--- config.mk ---
export PLATFORM = sky130hd
export DESIGN_NAME = s3g_uart_top
export DESIGN_NICKNAME = d
export VERILOG_FILES = /design/src/rtl/s3g_uart_pkg.sv /design/src/rtl/s3g_uart_phy.sv /design/src/rtl/s3g_uart_top.sv
export SDC_FILE = /design/constraint.sdc
export NUM_CORES = 1
export LEC_CHECK = 0
export CAP_MARGIN = 20
export CORE_MARGIN = 1.5
export CORE_UTILIZATION = 60
export CTS_CLUSTER_SIZE = 12
export DETAILED_ROUTE_END_ITERATION = 6
export PLACE_DENSITY = 0.77
export SYNTH_ARGS = -nofsm -noshare
export SYNTH_HDL_FRONTEND = slang
export SYNTH_SLANG_ARGS = --single-unit
export TNS_END_PERCENT = 10
--- constraint.sdc ---
create_clock -name clk -period 6.59 [get_ports clk]
set_clock_uncertainty 0.2 [all_clocks]
set_input_delay 0.659 -clock clk [delete_from_list [all_inputs] [get_ports clk]]
set_output_delay 0.659 -clock clk [all_outputs]
set_load 0.01 [all_outputs]
--- src/rtl/s3g_uart_pkg.sv ---
// Shared constants, state encodings and the CRC-8 helper for the S3G bridge.
package s3g_uart_pkg;
  localparam logic [7:0] SYNC      = 8'hD5;
  localparam logic [7:0] MAX_LEN   = 8'd32;
  localparam logic [7:0] RSP_OK    = 8'h81;
  localparam logic [7:0] RSP_CRC   = 8'h83;
  localparam logic [7:0] RSP_CMD   = 8'h85;
  localparam logic [7:0] CMD_VER   = 8'h00;
  localparam logic [7:0] CMD_WR    = 8'h3C;
  localparam logic [7:0] CMD_RD    = 8'h3D;
  localparam logic [7:0] VER0      = 8'hBA;
  localparam logic [7:0] VER1      = 8'hCE;
  localparam logic [7:0] CRC_POLY  = 8'h8C;
  localparam logic [7:0] LOOP_ADDR = 8'd63;
  localparam int         TIMEOUT   = 100_000;

  typedef enum logic [2:0] {P_IDLE, P_LEN, P_PAY, P_CRC, P_EXEC} pkt_state_e;
  typedef enum logic [1:0] {R_IDLE, R_START, R_DATA, R_STOP} rx_state_e;
  typedef enum logic       {T_IDLE, T_SHIFT} tx_state_e;

  // Dallas/Maxim CRC-8, one byte, LSB first.
  function automatic logic [7:0] crc8(input logic [7:0] c, input logic [7:0] d);
    logic [7:0] r;
    r = c;
    for (int i = 0; i < 8; i++) r = (r[0] ^ d[i]) ? ((r >> 1) ^ CRC_POLY) : (r >> 1);
    return r;
  endfunction
endpackage

--- src/rtl/s3g_uart_phy.sv ---
// DDS 16x baud enable plus 8N1 UART receiver and transmitter.
module s3g_uart_phy
  import s3g_uart_pkg::*;
#(
  parameter int CLK_FREQ = 50_000_000,
  parameter int BAUD     = 115200
) (
  input  logic       clk,
  input  logic       rst_n,
  input  logic       rx_en_i,
  input  logic       rx_i,
  output logic [7:0] rx_data_o,
  output logic       rx_done_o,
  input  logic       tx_wr_i,
  input  logic [7:0] tx_data_i,
  output logic       tx_o,
  output logic       tx_done_o
);
  localparam longint unsigned INC64 =
    ((64'(BAUD) * 64'd16 << 32) + 64'(CLK_FREQ) / 2) / 64'(CLK_FREQ);
  localparam logic [31:0] INC = INC64[31:0];

  logic [31:0] acc_q;
  logic [32:0] sum;
  logic        tick_q;
  logic [1:0]  rx_s_q;
  logic        rx;
  rx_state_e   rs_q, rs_d;
  logic [3:0]  rcnt_q, rcnt_d;
  logic [2:0]  rbit_q, rbit_d;
  logic [7:0]  rsh_q, rsh_d;
  logic        rdone_q, rdone_d;
  tx_state_e   ts_q, ts_d;
  logic [3:0]  tcnt_q, tcnt_d, tbit_q, tbit_d;
  logic [9:0]  tsh_q, tsh_d;
  logic        tdone_q, tdone_d;

  assign sum       = {1'b0, acc_q} + {1'b0, INC};
  assign rx        = rx_s_q[1];
  assign rx_data_o = rsh_q;
  assign rx_done_o = rdone_q;
  assign tx_o      = tsh_q[0];
  assign tx_done_o = tdone_q;

  // Phase accumulator, input synchronizer and FSM state registers.
  always_ff @(posedge clk or negedge rst_n) begin
    if (!rst_n) begin
      acc_q <= '0; tick_q <= 1'b0; rx_s_q <= 2'b11;
      rs_q <= R_IDLE; rcnt_q <= '0; rbit_q <= '0; rsh_q <= '0; rdone_q <= 1'b0;
      ts_q <= T_IDLE; tcnt_q <= '0; tbit_q <= '0; tsh_q <= '1; tdone_q <= 1'b0;
    end else begin
      acc_q <= sum[31:0]; tick_q <= sum[32]; rx_s_q <= {rx_s_q[0], rx_i};
      rs_q <= rs_d; rcnt_q <= rcnt_d; rbit_q <= rbit_d; rsh_q <= rsh_d; rdone_q <= rdone_d;
      ts_q <= ts_d; tcnt_q <= tcnt_d; tbit_q <= tbit_d; tsh_q <= tsh_d; tdone_q <= tdone_d;
    end
  end

  // Receiver: validate start at mid-bit, then sample every 16 ticks.
  always_comb begin
    rs_d = rs_q; rcnt_d = rcnt_q; rbit_d = rbit_q; rsh_d = rsh_q; rdone_d = 1'b0;
    case (rs_q)
      R_IDLE: if (!rx) begin rs_d = R_START; rcnt_d = '0; end
      R_START: if (tick_q) begin
        if (rcnt_q == 4'd7) begin
          rs_d = rx ? R_IDLE : R_DATA; rcnt_d = '0; rbit_d = '0;
        end else rcnt_d = rcnt_q + 4'd1;
      end
      R_DATA: if (tick_q) begin
        if (rcnt_q == 4'd15) begin
          rcnt_d = '0; rsh_d = {rx, rsh_q[7:1]}; rbit_d = rbit_q + 3'd1;
          if (rbit_q == 3'd7) rs_d = R_STOP;
        end else rcnt_d = rcnt_q + 4'd1;
      end
      R_STOP: if (tick_q) begin
        if (rcnt_q == 4'd15) begin rs_d = R_IDLE; rdone_d = rx; end
        else rcnt_d = rcnt_q + 4'd1;
      end
      default: rs_d = R_IDLE;
    endcase
    if (!rx_en_i) begin rs_d = R_IDLE; rdone_d = 1'b0; end
  end

  // Transmitter: start, 8 data bits, stop; done after the full stop bit.
  always_comb begin
    ts_d = ts_q; tcnt_d = tcnt_q; tbit_d = tbit_q; tsh_d = tsh_q; tdone_d = 1'b0;
    case (ts_q)
      T_IDLE: if (tx_wr_i) begin
        tsh_d = {1'b1, tx_data_i, 1'b0}; tcnt_d = '0; tbit_d = '0; ts_d = T_SHIFT;
      end
      T_SHIFT: if (tick_q) begin
        if (tcnt_q == 4'd15) begin
          tcnt_d = '0; tsh_d = {1'b1, tsh_q[9:1]};
          if (tbit_q == 4'd9) begin ts_d = T_IDLE; tdone_d = 1'b1; end
          else tbit_d = tbit_q + 4'd1;
        end else tcnt_d = tcnt_q + 4'd1;
      end
      default: ts_d = T_IDLE;
    endcase
  end
endmodule

--- src/rtl/s3g_uart_top.sv ---
// AVR serial link to register-file bridge using S3G framed packets.
module s3g_uart_top
  import s3g_uart_pkg::*;
#(
  parameter int CLK_FREQ          = 50_000_000,
  parameter int AVR_BAUD_RATE     = 115200,
  parameter int EXT_BAUD_RATE     = 115200,
  parameter int CCLK_READY_CYCLES = 512
) (
  input  logic       clk,
  input  logic       rst_n,
  input  logic       cclk,
  input  logic       avr_tx,
  output logic       avr_rx,
  output logic [7:0] led
);
  localparam int CW = $clog2(CCLK_READY_CYCLES + 1);

  if (EXT_BAUD_RATE < 0) begin : g_ext_unused
  end

  logic [CW-1:0]    cc_q;
  logic             ready;
  logic [7:0]       rx_data;
  logic             rx_done, tx_line, tx_done;
  pkt_state_e       ps_q, ps_d;
  logic [16:0]      tmo_q;
  logic [7:0]       len_q, idx_q, crc_q;
  logic             crc_ok_q;
  logic [5:0][7:0]  pay_q;
  logic [31:0]      reg0_q, loop_q, rd_data;
  logic [4:0][7:0]  rp;
  logic [2:0]       rp_n;
  logic             wr_en, exec;
  logic [7:0][7:0]  fr_d, txb_q;
  logic [3:0]       fr_n, tlen_q;
  logic [2:0]       tidx_q;
  logic             txa_q, tx_wr_q;
  logic [7:0]       tx_byte_q, c;

  assign ready  = (cc_q == CW'(CCLK_READY_CYCLES));
  assign avr_rx = ready ? tx_line : 1'b1;
  assign led    = reg0_q[7:0];
  assign exec   = (ps_q == P_EXEC) && !txa_q;

  s3g_uart_phy #(.CLK_FREQ(CLK_FREQ), .BAUD(AVR_BAUD_RATE)) u_phy (
    .clk(clk), .rst_n(rst_n), .rx_en_i(ready), .rx_i(avr_tx),
    .rx_data_o(rx_data), .rx_done_o(rx_done),
    .tx_wr_i(tx_wr_q), .tx_data_i(tx_byte_q), .tx_o(tx_line), .tx_done_o(tx_done)
  );

  // Count consecutive cclk-high cycles; saturate at the ready threshold.
  always_ff @(posedge clk or negedge rst_n) begin
    if (!rst_n)     cc_q <= '0;
    else if (!cclk) cc_q <= '0;
    else if (!ready) cc_q <= cc_q + CW'(1);
  end

  // Packet receive next-state, including inter-byte timeout.
  always_comb begin
    ps_d = ps_q;
    case (ps_q)
      P_IDLE: if (rx_done && rx_data == SYNC) ps_d = P_LEN;
      P_LEN:  if (rx_done) ps_d = (rx_data == 8'd0 || rx_data > MAX_LEN) ? P_IDLE : P_PAY;
      P_PAY:  if (rx_done && idx_q == len_q - 8'd1) ps_d = P_CRC;
      P_CRC:  if (rx_done) ps_d = P_EXEC;
      P_EXEC: ps_d = P_IDLE;
      default: ps_d = P_IDLE;
    endcase
    if (ps_q != P_IDLE && ps_q != P_EXEC && !rx_done && tmo_q == 17'(TIMEOUT - 1))
      ps_d = P_IDLE;
  end

  // Decode the stored packet and assemble the response frame.
  always_comb begin
    rp = '0; rp_n = 3'd1; wr_en = 1'b0; fr_d = '0;
    rd_data = (pay_q[1] == LOOP_ADDR) ? loop_q : 32'd0;
    rp[0] = RSP_CMD;
    if (!crc_ok_q) rp[0] = RSP_CRC;
    else if (pay_q[0] == CMD_VER) begin
      rp[0] = RSP_OK; rp[1] = VER0; rp[2] = VER1; rp_n = 3'd3;
    end else if (pay_q[0] == CMD_WR && len_q == 8'd6) begin
      rp[0] = RSP_OK; wr_en = 1'b1;
    end else if (pay_q[0] == CMD_RD && len_q == 8'd2) begin
      rp[0] = RSP_OK; rp[4:1] = rd_data; rp_n = 3'd5;
    end
    c = '0;
    for (int i = 0; i < 5; i++) if (3'(i) < rp_n) c = crc8(c, rp[i]);
    fr_d[0] = SYNC;
    fr_d[1] = {5'd0, rp_n};
    for (int i = 0; i < 5; i++) fr_d[i+2] = rp[i];
    fr_d[rp_n + 3'd2] = c;
    fr_n = {1'b0, rp_n} + 4'd3;
  end

  // Packet datapath, register file and response byte sequencer.
  always_ff @(posedge clk or negedge rst_n) begin
    if (!rst_n) begin
      ps_q <= P_IDLE; tmo_q <= '0; len_q <= '0; idx_q <= '0; crc_q <= '0;
      crc_ok_q <= 1'b0; pay_q <= '0; reg0_q <= '0; loop_q <= '0;
      txa_q <= 1'b0; txb_q <= '0; tlen_q <= '0; tidx_q <= '0;
      tx_wr_q <= 1'b0; tx_byte_q <= '0;
    end else begin
      ps_q    <= ps_d;
      tmo_q   <= (ps_q != P_IDLE && !rx_done) ? tmo_q + 17'd1 : 17'd0;
      tx_wr_q <= 1'b0;
      case (ps_q)
        P_LEN: if (rx_done) begin len_q <= rx_data; idx_q <= '0; crc_q <= '0; end
        P_PAY: if (rx_done) begin
          if (idx_q < 8'd6) pay_q[idx_q[2:0]] <= rx_data;
          crc_q <= crc8(crc_q, rx_data);
          idx_q <= idx_q + 8'd1;
        end
        P_CRC: if (rx_done) crc_ok_q <= (rx_data == crc_q);
        default: ;
      endcase
      if (exec) begin
        if (wr_en && pay_q[1] == 8'd0)      reg0_q <= pay_q[5:2];
        if (wr_en && pay_q[1] == LOOP_ADDR) loop_q <= pay_q[5:2];
        txa_q <= 1'b1; txb_q <= fr_d; tlen_q <= fr_n; tidx_q <= '0;
        tx_wr_q <= 1'b1; tx_byte_q <= fr_d[0];
      end else if (txa_q && tx_done) begin
        if ({1'b0, tidx_q} + 4'd1 == tlen_q) txa_q <= 1'b0;
        else begin
          tidx_q <= tidx_q + 3'd1; tx_byte_q <= txb_q[tidx_q + 3'd1]; tx_wr_q <= 1'b1;
        end
      end
    end
  end
endmodule

# Word level (Yosys, flattened, before mapping)
# Index checks and enable logic that the tools add are counted.
[word_totals]
wordCells = 408
ff_bits = 297
[op_classes]
reduce_logical = 43
addsub = 13
eq_ne = 51
bitwise = 95
muxes = 153
order_cmp = 12
[op_table]
columns = ["op", "count"]
rows = [
  ["2-to-1 mux 8 bit", 64],
  ["inverter 2 -> 3 bit", 47],
  ["2-to-1 mux 32 bit", 3],
  ["bitwise mux 64 bit", 1],
  ["2-to-1 mux 4 bit", 13],
  ["2-to-1 mux 10 bit", 5],
  ["bitwise mux 48 bit", 1],
  ["demux 8 bit (select 3 bit)", 2],
  ["2-to-1 mux 3 bit", 16],
  ["bitwise XOR 1 bit", 47],
  ["2-to-1 mux 40 bit", 1],
  ["adder 32 x 28 -> 33 bit, second input constant", 1],
  ["one-hot mux 8 bit (2 select lines)", 2],
  ["!= test 3 x 2 -> 1 bit, second input constant", 9],
  ["binary-select mux 8 bit (select 3 bit)", 1],
  ["== test 8 x 6 -> 1 bit, second input constant", 3],
  ["logical NOT 8 bit", 3],
  ["2-to-1 mux 24 bit", 1],
  ["2-to-1 mux 1 bit", 22],
  ["2-to-1 mux 2 bit", 11],
  ["one-hot mux 10 bit (2 select lines)", 1],
  ["adder 17 x 1 -> 17 bit, second input constant", 1],
  ["== test 17 bit, second input constant", 1],
  ["2-to-1 mux 17 bit", 1],
  ["51 further kinds", 110],
]

# Depth between registers and ports, before layout
# Gate-level depths: netlist (run 1).
[depth]
word_depth = 92
ltp_mapped = 19
mapped_depth_nobuf = 18

# Cells and area by module
# A second synthesis (run 1) with hierarchy kept.
[hier_totals]
cells_unflattened = 1369
area_unflattened_um2 = 14555.2
[modules_own_cells]
columns = ["module", "cells_each", "seq_area_each_um2", "instances", "area_each_um2"]
rows = [
  ["s3g_uart_top", 1038, 5255.0, 1, 11045.6],
  ["s3g_uart_phy", 331, 1790.5, 1, 3509.6],
]

# Least setup slack after synthesis (run 1)
# OpenSTA, ideal clock, no wires.
[synth_path]
path_kind = "flip-flop to flip-flop"
from = "reg len_q[0]"
to = "reg txb_q[63] (netlist bit)"
n_path_buf = 0
arrival_time_ns = 4.821
stages_incl_launch_ff = 19
slack_ns = 1.490
setup_time_ns = 0.079
cell_sequence = "dfrtp_1 inv_1 ha_1 and4bb_2 nand4_2 or4_1 a211o_1 a21oi_1 and3b_1 a211o_1 xnor2_1 o221ai_1 xnor3_1 xor2_1 a21oi_4 xor2_2 xnor3_1 xor2_1 o21ai_1"
[synth_via]
elab_chain_len = 70
[synth_lines]
columns = ["element", "line", "source"]
rows = [
  ["start: declaration", "s3g_uart_top.sv:28", "logic [7:0] len_q, idx_q, crc_q;"],
  ["start signal: assignment", "s3g_uart_top.sv:99", "ps_q <= P_IDLE; tmo_q <= '0; len_q <= '0; idx_q <= '0; crc_q <= '0;"],
  ["start signal: assignment", "s3g_uart_top.sv:108", "P_LEN: if (rx_done) begin len_q <= rx_data; idx_q <= '0; crc_q <= '0; end"],
  ["== test 8 x 3 -> 1 bit", "s3g_uart_top.sv:82", "end else if (pay_q[0] == CMD_WR && len_q == 8'd6) begin"],
  ["logical AND 1 bit", "s3g_uart_top.sv:82", ""],
  ["2-to-1 mux 8 bit", "s3g_uart_top.sv:82", ""],
  ["2-to-1 mux 24 bit", "s3g_uart_top.sv:80", "else if (pay_q[0] == CMD_VER) begin"],
  ["2-to-1 mux 8 bit", "s3g_uart_top.sv:79", "if (!crc_ok_q) rp[0] = RSP_CRC;"],
  ["2-to-1 mux 8 bit", "s3g_uart_pkg.sv:25", "for (int i = 0; i < 8; i++) r = (r[0] ^ d[i]) ? ((r >> 1) ^ CRC_POLY) : (r >> 1);"],
  ["2-to-1 mux 8 bit or inverter 2 -> 3 bit (tied branches)", "--", ""],
  ["2-to-1 mux 8 bit", "s3g_uart_pkg.sv:25", ""],
  ["[... 52 more ...]", "--", ""],
  ["bitwise XOR 1 bit or 2-to-1 mux 8 bit (tied branches)", "s3g_uart_pkg.sv:25", ""],
  ["2-to-1 mux 8 bit", "s3g_uart_pkg.sv:25", ""],
  ["inverter 2 -> 3 bit (no source line) or bitwise XOR 1 bit (tied branches)", "--", ""],
  ["2-to-1 mux 8 bit (3 in series)", "s3g_uart_pkg.sv:25", ""],
  ["bitwise XOR 1 bit", "s3g_uart_pkg.sv:25", ""],
  ["2-to-1 mux 8 bit", "s3g_uart_pkg.sv:25", ""],
  ["2-to-1 mux 8 bit", "s3g_uart_top.sv:88", "for (int i = 0; i < 5; i++) if (3'(i) < rp_n) c = crc8(c, rp[i]);"],
  ["bitwise mux 64 bit *", "s3g_uart_top.sv:92", "fr_d[rp_n + 3'd2] = c;"],
  ["end signal: assignment", "s3g_uart_top.sv:101", "txa_q <= 1'b0; txb_q <= '0; tlen_q <= '0; tidx_q <= '0;"],
  ["end signal: assignment", "s3g_uart_top.sv:120", "txa_q <= 1'b1; txb_q <= fr_d; tlen_q <= fr_n; tidx_q <= '0;"],
  ["end: declaration", "s3g_uart_top.sv:35", "logic [7:0][7:0] fr_d, txb_q;"],
]
# Mark *: on every way between the ends. The rest lies on a longest branch, timed or not.
# A chain may end at the register's enable or synchronous reset.

# Final worst setup path (run 1)
[layout_path]
from = "reg len_q[0]"
to = "reg txb_q[58] (netlist bit)"
[layout_via]
elab_chain_len = 70
[layout_lines]
columns = ["element", "line"]
rows = [
  ["== test 8 x 3 -> 1 bit or == test 8 x 2 -> 1 bit (tied branches)", "s3g_uart_top.sv:82, s3g_uart_top.sv:84"],
  ["logical AND 1 bit, on equally long branches", "s3g_uart_top.sv:82, s3g_uart_top.sv:84"],
  ["2-to-1 mux 8 bit or 2-to-1 mux 40 bit (tied branches)", "s3g_uart_top.sv:82, s3g_uart_top.sv:84"],
  ["2-to-1 mux 24 bit or 2-to-1 mux 8 bit (tied branches)", "s3g_uart_top.sv:80, s3g_uart_top.sv:82"],
  ["2-to-1 mux 8 bit or 2-to-1 mux 24 bit (tied branches)", "s3g_uart_top.sv:79, s3g_uart_top.sv:80"],
  ["2-to-1 mux 8 bit, on equally long branches", "s3g_uart_pkg.sv:25, s3g_uart_top.sv:79"],
  ["2-to-1 mux 8 bit (tied with other cells)", "s3g_uart_pkg.sv:25"],
  ["2-to-1 mux 8 bit", "s3g_uart_pkg.sv:25"],
  ["[... 54 more ...]", "--"],
  ["2-to-1 mux 8 bit (tied with other cells)", "s3g_uart_pkg.sv:25"],
  ["2-to-1 mux 8 bit", "s3g_uart_pkg.sv:25"],
  ["bitwise XOR 1 bit or 2-to-1 mux 8 bit (tied branches)", "s3g_uart_pkg.sv:25"],
  ["2-to-1 mux 8 bit", "s3g_uart_pkg.sv:25"],
  ["inverter 2 -> 3 bit (no source line) or bitwise XOR 1 bit (tied branches)", "--"],
  ["2-to-1 mux 8 bit", "s3g_uart_pkg.sv:25"],
  ["2-to-1 mux 8 bit", "s3g_uart_top.sv:88"],
  ["bitwise mux 64 bit *", "s3g_uart_top.sv:92"],
]
# Marks and branches as above.

==> flow_metrics.py, run 1 <==
metrics = {
    "sta": {
        "fin_crit_sh_pct": 91.3,
        "setup_viol": 0,
        "worstMarginPinSlew_ns": 1.09,
        "rsz0062_at_grt": "no",
        "timing.fmax_mhz": 166,
        "max-slew-margin-rel_pct": 25.4,
        "holdWs_ns": -0.0454,
        "slew_violations": 0,
        "tns_ns": 0,
        "finalHoldViolCount": 13,
        "fin_ws_ns": 0.575,
        "finalCriticalPeriod_ns": 6.02,
    },
    "critical_path": {
        "cp.arrival_ns": 6.24,
        "cp_cell_sequence": "inv_1, ha_1, or4bb_1, nor4_1, and2_1, nand2_1, xnor2_1, and3b_1, a211o_1, xnor2_1, o221ai_1, xnor3_1, xor2_1, a21oi_4, xor2_2, xnor3_1, xnor2_1, o21ai_1",
        "required_ns": 6.81,
        "critPathMaxFanout": 4,
        "slowest_stage": "nor4_1",
        "timing.critical_path.from_type": "register",
        "crit_path_end_kind": "register",
        "max_stage_delay_ns": 0.89,
        "cpMostUsedCell": "xnor2_1",
        "critical_path_class": "reg2reg",
    },
    "synthesis": {
        "syn_inst": 1347,
        "yosys.area.top_type_share_pct": 47.0,
        "synth_nets": 1365,
        "yosysMostFrequentCell": "dfrtp_1",
        "synthDistinctLibCells": 85,
        "yosys.area.top_type": "dfrtp_1",
        "synth_edf_count": 0,
        "ys_async_sr_fraction_pct": 100,
        "yosys_warnings": 0,
        "ys_seq_area_share_pct": 49.0,
        "synthTopCellsByArea": "dfrtp_1, mux2_2, xnor2_1",
        "synth_seq_cells": 281,
        "ys_top_cells_by_count": "dfrtp_1, nand2_1, mux2_2",
        "netlist_area_um2": 14400,
        "synth_ff_type": "dfrtp_1",
        "avgSynthCellArea_um2": 10.7,
    },
    "floorplanning": {
        "num_io_pins": 13,
        "fp-row-count": 56,
        "fp.coreArea_um2": 23500,
        "die_w_um": 158,
        "fp.dieH_um": 158,
        "start_util_pct": 61.3,
        "die_area_um2": 24900,
    },
    "clock_tree": {
        "path_clk_slew_ns": 0.06,
        "hold_buffers": 0,
        "cts_sinks": 281,
        "insertion_delay_ns": 0.54,
        "cts_tree": "built",
        "clockRootBuffer": "clkbuf_16",
        "clockBufferDepth": 3,
        "ctsResizeCount": 0,
        "cts_setup_buffers": 0,
        "htreeDepth": 1,
        "cts_buffers": 30,
    },
    "place": {
        "place_ws_ns": 0.741,
        "place.gp.congestion": 0.999,
        "placed_cell_area_um2": 14800,
        "hpwlAfterDp_mm": 22.2,
        "dp_cells": 1633,
        "port_buffers": 12,
    },
    "finish": {
        "areaGrowthSynthToFinish_pct": 9.51,
        "layout-drive-gt1-share_pct": 15.2,
        "layout.nets": 1365,
        "nFillCells": 1777,
        "final_util_pct": 67.1,
        "n_antenna_cell": 0,
        "seq_area_um2": 7050,
        "stdcell_count": 1690,
        "postLayoutCellArea_um2": 15700,
        "multi_input_area_um2": 7030,
    },
    "grt": {
        "grt_max_degree": 174,
        "grt_pass1_wl_mm": 52.2,
        "gr-total-overflow": 0,
        "gr-usage-all-layers_pct": 26.8,
        "grt_pass1_vias": 9866,
        "antenna_found_initial": 0,
    },
    "pwr": {
        "vdd_drop_max_mv": 0.217,
        "power-per-cell-area_nw_per_um2": 215,
        "p_leak_nw": 7.06,
        "p_total_mw": 3.38,
    },
    "detailed_routing": {
        "vias_per_cell": 5.92,
        "drt_iter0_drc": 665,
        "postRouteAntennaNets": 0,
        "drc_errors": 0,
        "routed_wl_mm": 31.9,
        "first_pass_iters": 5,
        "dr_total_vias": 10000,
        "wl_per_cell_um": 18.9,
    },
    "run": {
        "cap_violations": 0,
    },
    "worst_hold_path": {
        "hold_class": "in2async",
    },
    "outcome": {
        "violations": "hold timing",
        "outcome": "finished, violations left",
    },
}
## routing by layer
metal	track usage [%]	share of wire, %
met1	36.9	45
met4	7.19	2.6
met3	4.49	4.9
met5	0	0
met2	44.1	48
## final timing paths
path	endpoint	depth (start not counted)	slack, ns	startpoint
setup / recovery	txb_q[58]	18	0.57	len_q[0]
hold / removal	txb_q[8]	1	-0.05	rst_n
setup reg to reg	txb_q[58]	18	0.57	len_q[0]
hold reg to reg	u_phy.rx_s_q[1]	0	0.16	u_phy.rx_s_q[0]
max in group asynchronous	pay_q[20]	2	4.79	rst_n
min in group clk	u_phy.rx_s_q[1]	0	0.16	u_phy.rx_s_q[0]
## cell usage in the layout, fill, tap and decap left out, types with 7 or more instances in the layout
cell,count
nor2_1,107
a22o_1,11
o21ai_0,61
o21ai_1,7
buf_4,14
ha_1,14
xnor2_1,93
mux4_2,8
nand2_1,152
nor4_1,8
clkbuf_16,31
xor2_1,59
clkbuf_1,16
a31oi_1,9
mux2_2,110
xnor3_1,8
and3_1,17
nor3_1,26
nand3b_1,8
or3_1,11
dfrtp_1,270
dfstp_2,11
and2_1,17
o211ai_1,7
nand4_1,19
a21oi_1,48
nand2b_1,19
inv_1,19
nand3_1,35
clkdlybuf4s50_1,11
mux2i_1,18
## sequential cells by signal, indices dropped and copies added (netlist names), 8 cells and up
name,count
tmo_q,17
idx_q,8
txb_q,51
u_phy.rx_data_o,8
tx_byte_q,8
pay_q,48
reg0_q,8
u_phy.acc_q,31
loop_q,32
u_phy.tsh_q,9
crc_q,8
len_q,8
cc_q,10
## cell type report
cell class                 instances  share of cell area [%]
sequential                       281                    44.7
multi-input combinational        987                    44.6
clock buffer                      51                    5.66
tap                              319                    2.53
timing repair buffer              28                    1.62
inverter                          19                   0.453
clock inverter                     5                   0.365
## worst max-delay path: cells and delay by family, from the launching register on
family | cells | cell delay, ns
buf+inv | 1 | 0.11
xor+xnor | 7 | 2.13
flops | 1 | 0.41
fa+ha+maj | 1 | 0.20
simple gates | 5 | 2.01
compound gates | 4 | 0.83
## report_power, final
part           leakage, nW  switching (mW)  total, mW  internal [mW]
combinational         2.77          0.0364     0.0429        0.00644
clock                0.461           0.654       1.61          0.954
sequential            3.82         0.00171       1.73           1.73
## logic make-up (layout without fill, tap and decap cells)
family	after synthesis	count (layout)	share of synthesized area (%)
AOI/OAI and AO/OA	206	206	9.28
adders and majority gates	14	14	1.22
DFF	281	281	49.0
xor gates and xnor gates	165	165	11.2
buffers and inverters	79	103	2.20
muxes	136	136	11.1
and+or+nand+nor	466	466	15.9
No activity file was read; power rests on OpenSTA's default activity.
==> run 2: changes to the inputs <==
--- a/config.mk
+++ b/config.mk
@@ -5,9 +5,9 @@
 export SDC_FILE = /design/constraint.sdc
 export NUM_CORES = 1
 export LEC_CHECK = 0
-export CAP_MARGIN = 20
 export CORE_MARGIN = 1.5
 export CORE_UTILIZATION = 60
+export CTS_CLUSTER_DIAMETER = 120
 export CTS_CLUSTER_SIZE = 12
 export DETAILED_ROUTE_END_ITERATION = 6
 export PLACE_DENSITY = 0.77
==> flow_metrics.py, run 2 (synthesis gave the netlist of run 1 again) <==
metrics = {
    "grt": {
        "antenna_found_initial": 0,
        "grt_max_degree": 174,
        "gr-total-overflow": 0,
        "grt_pass1_vias": 9765,
        "grt_pass1_wl_mm": 51.8,
        "gr-usage-all-layers_pct": 26.7,
    },
    "floorplanning": {
        "fp-row-count": 56,
        "fp.coreArea_um2": 23500,
        "die_area_um2": 24900,
        "start_util_pct": 61.3,
        "num_io_pins": 13,
        "fp.dieH_um": 158,
        "die_w_um": 158,
    },
    "finish": {
        "final_util_pct": 66.3,
        "largest_reg_flops": 51,
        "largest-register": "txb_q",
        "layout.nets": 1360,
        "mostFrequentLayoutCells": "dfrtp_1, nand2_1, mux2_2, nor2_1, xnor2_1",
        "n_antenna_cell": 0,
        "areaGrowthSynthToFinish_pct": 8.19,
        "layout-drive-gt1-share_pct": 14.3,
        "stdcell_count": 1681,
        "layout_commonest_cell": "dfrtp_1",
        "reg.largest.list": "txb_q: 51 flops, pay_q: 48 flops, loop_q: 32 flops",
    },
    "detailed_routing": {
        "drt_iter0_drc": 705,
        "routed.top_layer": "met4",
        "vias_per_cell": 5.96,
        "dr_wl_met3_mm": 1.57,
        "routed_wl_mm": 31.8,
        "wl_met2_mm": 14.8,
        "m1WireLength_mm": 14.3,
        "wl_per_cell_um": 18.9,
        "first_pass_iters": 5,
        "postRouteAntennaNets": 0,
        "dr_total_vias": 10000,
        "drc_errors": 0,
    },
    "sta": {
        "slew_violations": 0,
        "fin_crit_sh_pct": 90.1,
        "worstMarginPinSlew_ns": 1.38,
        "timing.fmax_mhz": 168,
        "rsz0062_at_grt": "no",
        "tns_ns": 0,
        "finalHoldViolCount": 0,
        "max-slew-margin-rel_pct": 7.92,
        "finalCriticalPeriod_ns": 5.94,
        "setup_viol": 0,
    },
    "run": {
        "cap_violations": 0,
    },
    "pwr": {
        "vdd_drop_max_mv": 0.236,
        "p_leak_nw": 6.95,
        "swShare_pct": 21.5,
        "power-per-cell-area_nw_per_um2": 205,
        "seq_power_share_pct": 54.2,
        "p_sw_mw": 0.685,
        "p_int_mw": 2.50,
        "pwr-share-clk_pct": 44.4,
        "power_frac_comb_pct": 1.4,
    },
    "clock_tree": {
        "clockBufferDepth": 3,
        "clockRootBuffer": "clkbuf_16",
        "hold_buffers": 1,
        "path_clk_slew_ns": 0.06,
        "ctsResizeCount": 0,
        "cts_tree": "built",
        "cts_buffers": 27,
        "insertion_delay_ns": 0.55,
        "cts_setup_buffers": 0,
        "cts_sinks": 281,
        "htreeDepth": 1,
    },
    "worst_hold_path": {
        "hold_class": "reg2reg",
    },
    "place": {
        "dp_cells": 1631,
        "hpwlAfterDp_mm": 22.1,
        "port_buffers": 12,
        "place.gp.congestion": 0.999,
    },
    "critical_path": {
        "cp.arrival_ns": 6.19,
        "required_ns": 6.85,
        "critical_path_class": "reg2reg",
        "crit_path_end_kind": "register",
        "critPathMaxFanout": 4,
        "timing.critical_path.from_type": "register",
    },
    "outcome": {
        "outcome": "completed",
    },
}
-- run 2: cell type report --
| class | instances | area, um^2 |
|---|---|---|
| Fill cell | 1833 | 7920 |
| Sequential cell | 281 | 7050 |
| Multi-Input combinational cell | 987 | 7030 |
| Clock buffer | 47 | 751 |
| Tap cell | 319 | 399 |
| Timing Repair Buffer | 26 | 245 |
| Inverter | 19 | 71.3 |
| Clock inverter | 2 | 17.5 |
-- run 2: power by group through the flow --
stage | Sequential [mW] | Combinational [mW] | Clock [mW]
2_1_floorplan | 1.76 | 0.00627 | 0
3_3_place_gp | 1.76 | 0.0454 | 0
3_5_place_dp | 1.76 | 0.0459 | 0
4_1_cts | 1.73 | 0.0465 | 1.44
5_1_grt | 1.73 | 0.0526 | 1.50
6_report | 1.73 | 0.0438 | 1.42
-- run 2: path summary, 6_finish.rpt --
check	depth (start not counted)	slack, ns	end	startpoint
worst min register to register	0	0.16	u_phy.rx_s_q[1]	u_phy.rx_s_q[0]
min in group asynchronous	2	0.52	txb_q[14]	rst_n
worst max register to register	18	0.65	txb_q[63]	len_q[0]
max in group asynchronous	3	4.26	reg0_q[4]	rst_n
worst max-delay path	18	0.65	txb_q[63]	len_q[0]
worst min-delay path	0	0.16	u_phy.rx_s_q[1]	u_phy.rx_s_q[0]
-- run 2: per-stage QoR --
| stage | area (um^2) | total power [mW] | hold WS (ns) | setup slack [ns] |
|---|---|---|---|---|
| CTS | 15600 | 3.22 | 0.160 | 0.710 |
| detailed placement | 14800 | 1.81 | 0.155 | 0.734 |
| floorplan | 14400 | 1.77 | 0.145 | 1.49 |
| finish | 15600 | 3.19 | 0.162 | 0.654 |
| global route | 15600 | 3.28 | 0.170 | 0.437 |
| global placement | 14800 | 1.81 | 0.154 | 0.950 |
-- run 2: worst max-delay path, stage by stage (launching register included) --
cell and delay, ns:
dfrtp_1 0.40, inv_1 0.11, ha_1 0.20, or4bb_1 0.52, nor4_1 0.84, and2_1 0.25
nand2_1 0.13, xnor2_1 0.17, and3b_1 0.21, a211o_1 0.32, xnor2_1 0.40, o221ai_1 0.23
xnor3_1 0.42, xor2_1 0.21, a21oi_4 0.22, xor2_2 0.19, xnor3_1 0.50, xor2_1 0.19
o21ai_1 0.13
-- run 2: metal layers --
metal,GRT usage (%),up-vias
li1,-,4723
met1,37.6,4980
met2,42.9,243
met3,3.83,72
met4,8.89,0
met5,0,-
==> run 3: changes to the inputs <==
--- a/config.mk
+++ b/config.mk
@@ -5,12 +5,14 @@
 export SDC_FILE = /design/constraint.sdc
 export NUM_CORES = 1
 export LEC_CHECK = 0
+export CORE_ASPECT_RATIO = 1.75
 export CORE_MARGIN = 1.5
 export CORE_UTILIZATION = 60
 export CTS_CLUSTER_DIAMETER = 120
 export CTS_CLUSTER_SIZE = 12
 export DETAILED_ROUTE_END_ITERATION = 6
-export PLACE_DENSITY = 0.77
+export PLACE_DENSITY = 0.75
+export SKIP_LAST_GASP = 1
 export SYNTH_ARGS = -nofsm -noshare
 export SYNTH_HDL_FRONTEND = slang
 export SYNTH_SLANG_ARGS = --single-unit
==> flow_metrics.py, run 3 (synthesis gave the netlist of run 1 again) <==
metrics = {
    "outcome": {
        "outcome": "completed",
    },
    "critical_path": {
        "cp.arrival_ns": 6.18,
        "slowest_stage": "nor4_1",
        "timing.critical_path.from_type": "register",
        "crit_path_end_kind": "register",
        "path_buf_inv": 1,
        "critPathMaxFanout": 4,
        "critPathLaunch": "len_q[0]",
        "critical_path_class": "reg2reg",
        "max_stage_delay_ns": 0.90,
        "required_ns": 6.86,
        "cp_cell_sequence": "inv_1, ha_1, or4bb_1, nor4_1, and2_1, nand2_1, xnor2_1, and3b_1, a211o_1, xnor2_1, o221ai_1, xnor3_1, xor2_1, a21oi_4, xor2_2, xnor3_1, xor2_1, o21ai_1",
        "rr_startpoint": "len_q[0]",
        "crit_family": "XOR/XNOR gates",
    },
    "finish": {
        "layout_commonest_cell": "dfrtp_1",
        "reg.largest.list": "txb_q: 51 flops, pay_q: 48 flops, loop_q: 32 flops",
        "stdcell_count": 1668,
        "n_antenna_cell": 0,
        "largest-register": "txb_q",
        "mostFrequentLayoutCells": "dfrtp_1, nand2_1, mux2_2, nor2_1, xnor2_1",
        "layout-drive-gt1-share_pct": 14.6,
        "layout.nets": 1362,
        "areaGrowthSynthToFinish_pct": 8.09,
        "largest_reg_flops": 51,
    },
    "clock_tree": {
        "cts_sinks": 281,
        "clockBufferDepth": 3,
        "cts_setup_buffers": 0,
        "htreeDepth": 1,
        "clockRootBuffer": "clkbuf_16",
        "insertion_delay_ns": 0.55,
        "path_clk_slew_ns": 0.06,
        "ctsResizeCount": 0,
        "hold_buffers": 0,
        "cts_tree": "built",
        "cts_buffers": 27,
    },
    "sta": {
        "fin_crit_sh_pct": 89.7,
        "finalHoldViolCount": 0,
        "timing.fmax_mhz": 169,
        "worstMarginPinSlew_ns": 1.19,
        "tns_ns": 0,
        "rsz0062_at_grt": "no",
        "max-slew-margin-rel_pct": 20.4,
        "finalCriticalPeriod_ns": 5.91,
        "setup_viol": 0,
        "slew_violations": 0,
    },
    "grt": {
        "antenna_found_initial": 0,
        "gr-total-overflow": 0,
        "grt_pass1_wl_mm": 53.8,
        "grt_pass1_vias": 10400,
        "gr-usage-all-layers_pct": 27.4,
        "grt_max_degree": 135,
    },
    "floorplanning": {
        "fp-row-count": 74,
        "num_io_pins": 13,
        "fp.dieH_um": 208,
        "fp.coreArea_um2": 23400,
        "die_area_um2": 24900,
        "die_w_um": 120,
        "start_util_pct": 61.4,
    },
    "place": {
        "place.gp.congestion": 0.982,
        "hpwlAfterDp_mm": 24.0,
        "port_buffers": 12,
        "dp_cells": 1619,
    },
    "detailed_routing": {
        "postRouteAntennaNets": 0,
        "drt_iter0_drc": 639,
        "routed_wl_mm": 33.0,
        "drc_errors": 0,
        "dr_total_vias": 10000,
        "wl_per_cell_um": 19.8,
        "first_pass_iters": 5,
        "vias_per_cell": 6.00,
    },
    "pwr": {
        "pwr-share-clk_pct": 44.1,
        "power-per-cell-area_nw_per_um2": 204,
        "seq_power_share_pct": 54.5,
        "vdd_drop_max_mv": 0.292,
        "p_leak_nw": 6.95,
        "power_frac_comb_pct": 1.3,
        "swShare_pct": 21.1,
        "p_int_mw": 2.50,
        "p_sw_mw": 0.671,
    },
    "worst_hold_path": {
        "hold_class": "in2async",
    },
    "run": {
        "cap_violations": 0,
    },
}
run 3: cell types whose count changed in the layout (fill, tap and decap cells not counted), sizes merged:
| cell | before | now |
|---|---|---|
| buf | 14 | 17 |
| clkbuf | 47 | 48 |
| dlygate4sd3 | 1 | 0 |
| inv | 21 | 20 |
run 3: path summary, 6_finish.rpt:
path	end	slack (ns)	cells past startpoint
min	cc_q[6]	0.01	1
min reg2reg	u_phy.rx_s_q[1]	0.16	0
max reg2reg	txb_q[63]	0.68	18
min in group clk	u_phy.rx_s_q[1]	0.16	0
max	txb_q[63]	0.68	18
max in group asynchronous	loop_q[14]	4.59	2
run 3: power by group through the flow:
stage	registers [mW]	logic, mW	clock network, mW
after floorplan	1.76	0.00627	0
after global placement	1.76	0.0443	0
after detailed placement	1.76	0.0452	0
after CTS	1.73	0.0453	1.43
after global routing	1.73	0.0514	1.49
final	1.73	0.0427	1.40
run 3: worst reg2reg max path, delay by kind of cell (launching register included):
kind | cells | cell delay, ns
xor gates and xnor gates | 7 | 2.06
and+or+nand+nor | 5 | 2.02
AOI/OAI and AO/OA | 4 | 0.88
buffers and inverters | 1 | 0.10
adders and majority gates | 1 | 0.18
DFF | 1 | 0.40
run 3: cell type report:
cell class,count,area [um^2]
clock buffer,48,754
fill,1853,7880
timing repair buffer,28,245
tap,304,380
inverter,19,71.3
multi-input combinational,987,7040
clock inverter,1,8.76
sequential,281,7050
run 3: routing by layer:
metal  GRT usage, %  up-vias  part of all wire, %
met5              0        -                    0
met4           13.3        0                  5.0
met3           3.08       87                  2.8
met2           51.0      195                   54
met1           30.4     5006                   38
li1               -     4715                    -
run 3: stage by stage:
| stage | utilization (%) | hold slack, ns | power, mW | cell area [um^2] | setup WS [ns] |
|---|---|---|---|---|---|
| after floorplan | - | 0.145 | 1.77 | 14400 | 1.49 |
| after detailed placement | 63.1 | 0.154 | 1.81 | 14800 | 0.722 |
| final | 66.4 | 0.0128 | 3.17 | 15500 | 0.676 |
| after CTS | 66.4 | 0.0687 | 3.20 | 15500 | 0.688 |
| after global placement | 63.1 | 0.146 | 1.81 | 14800 | 0.830 |
| after global routing | 66.4 | 0.106 | 3.27 | 15500 | 0.362 |
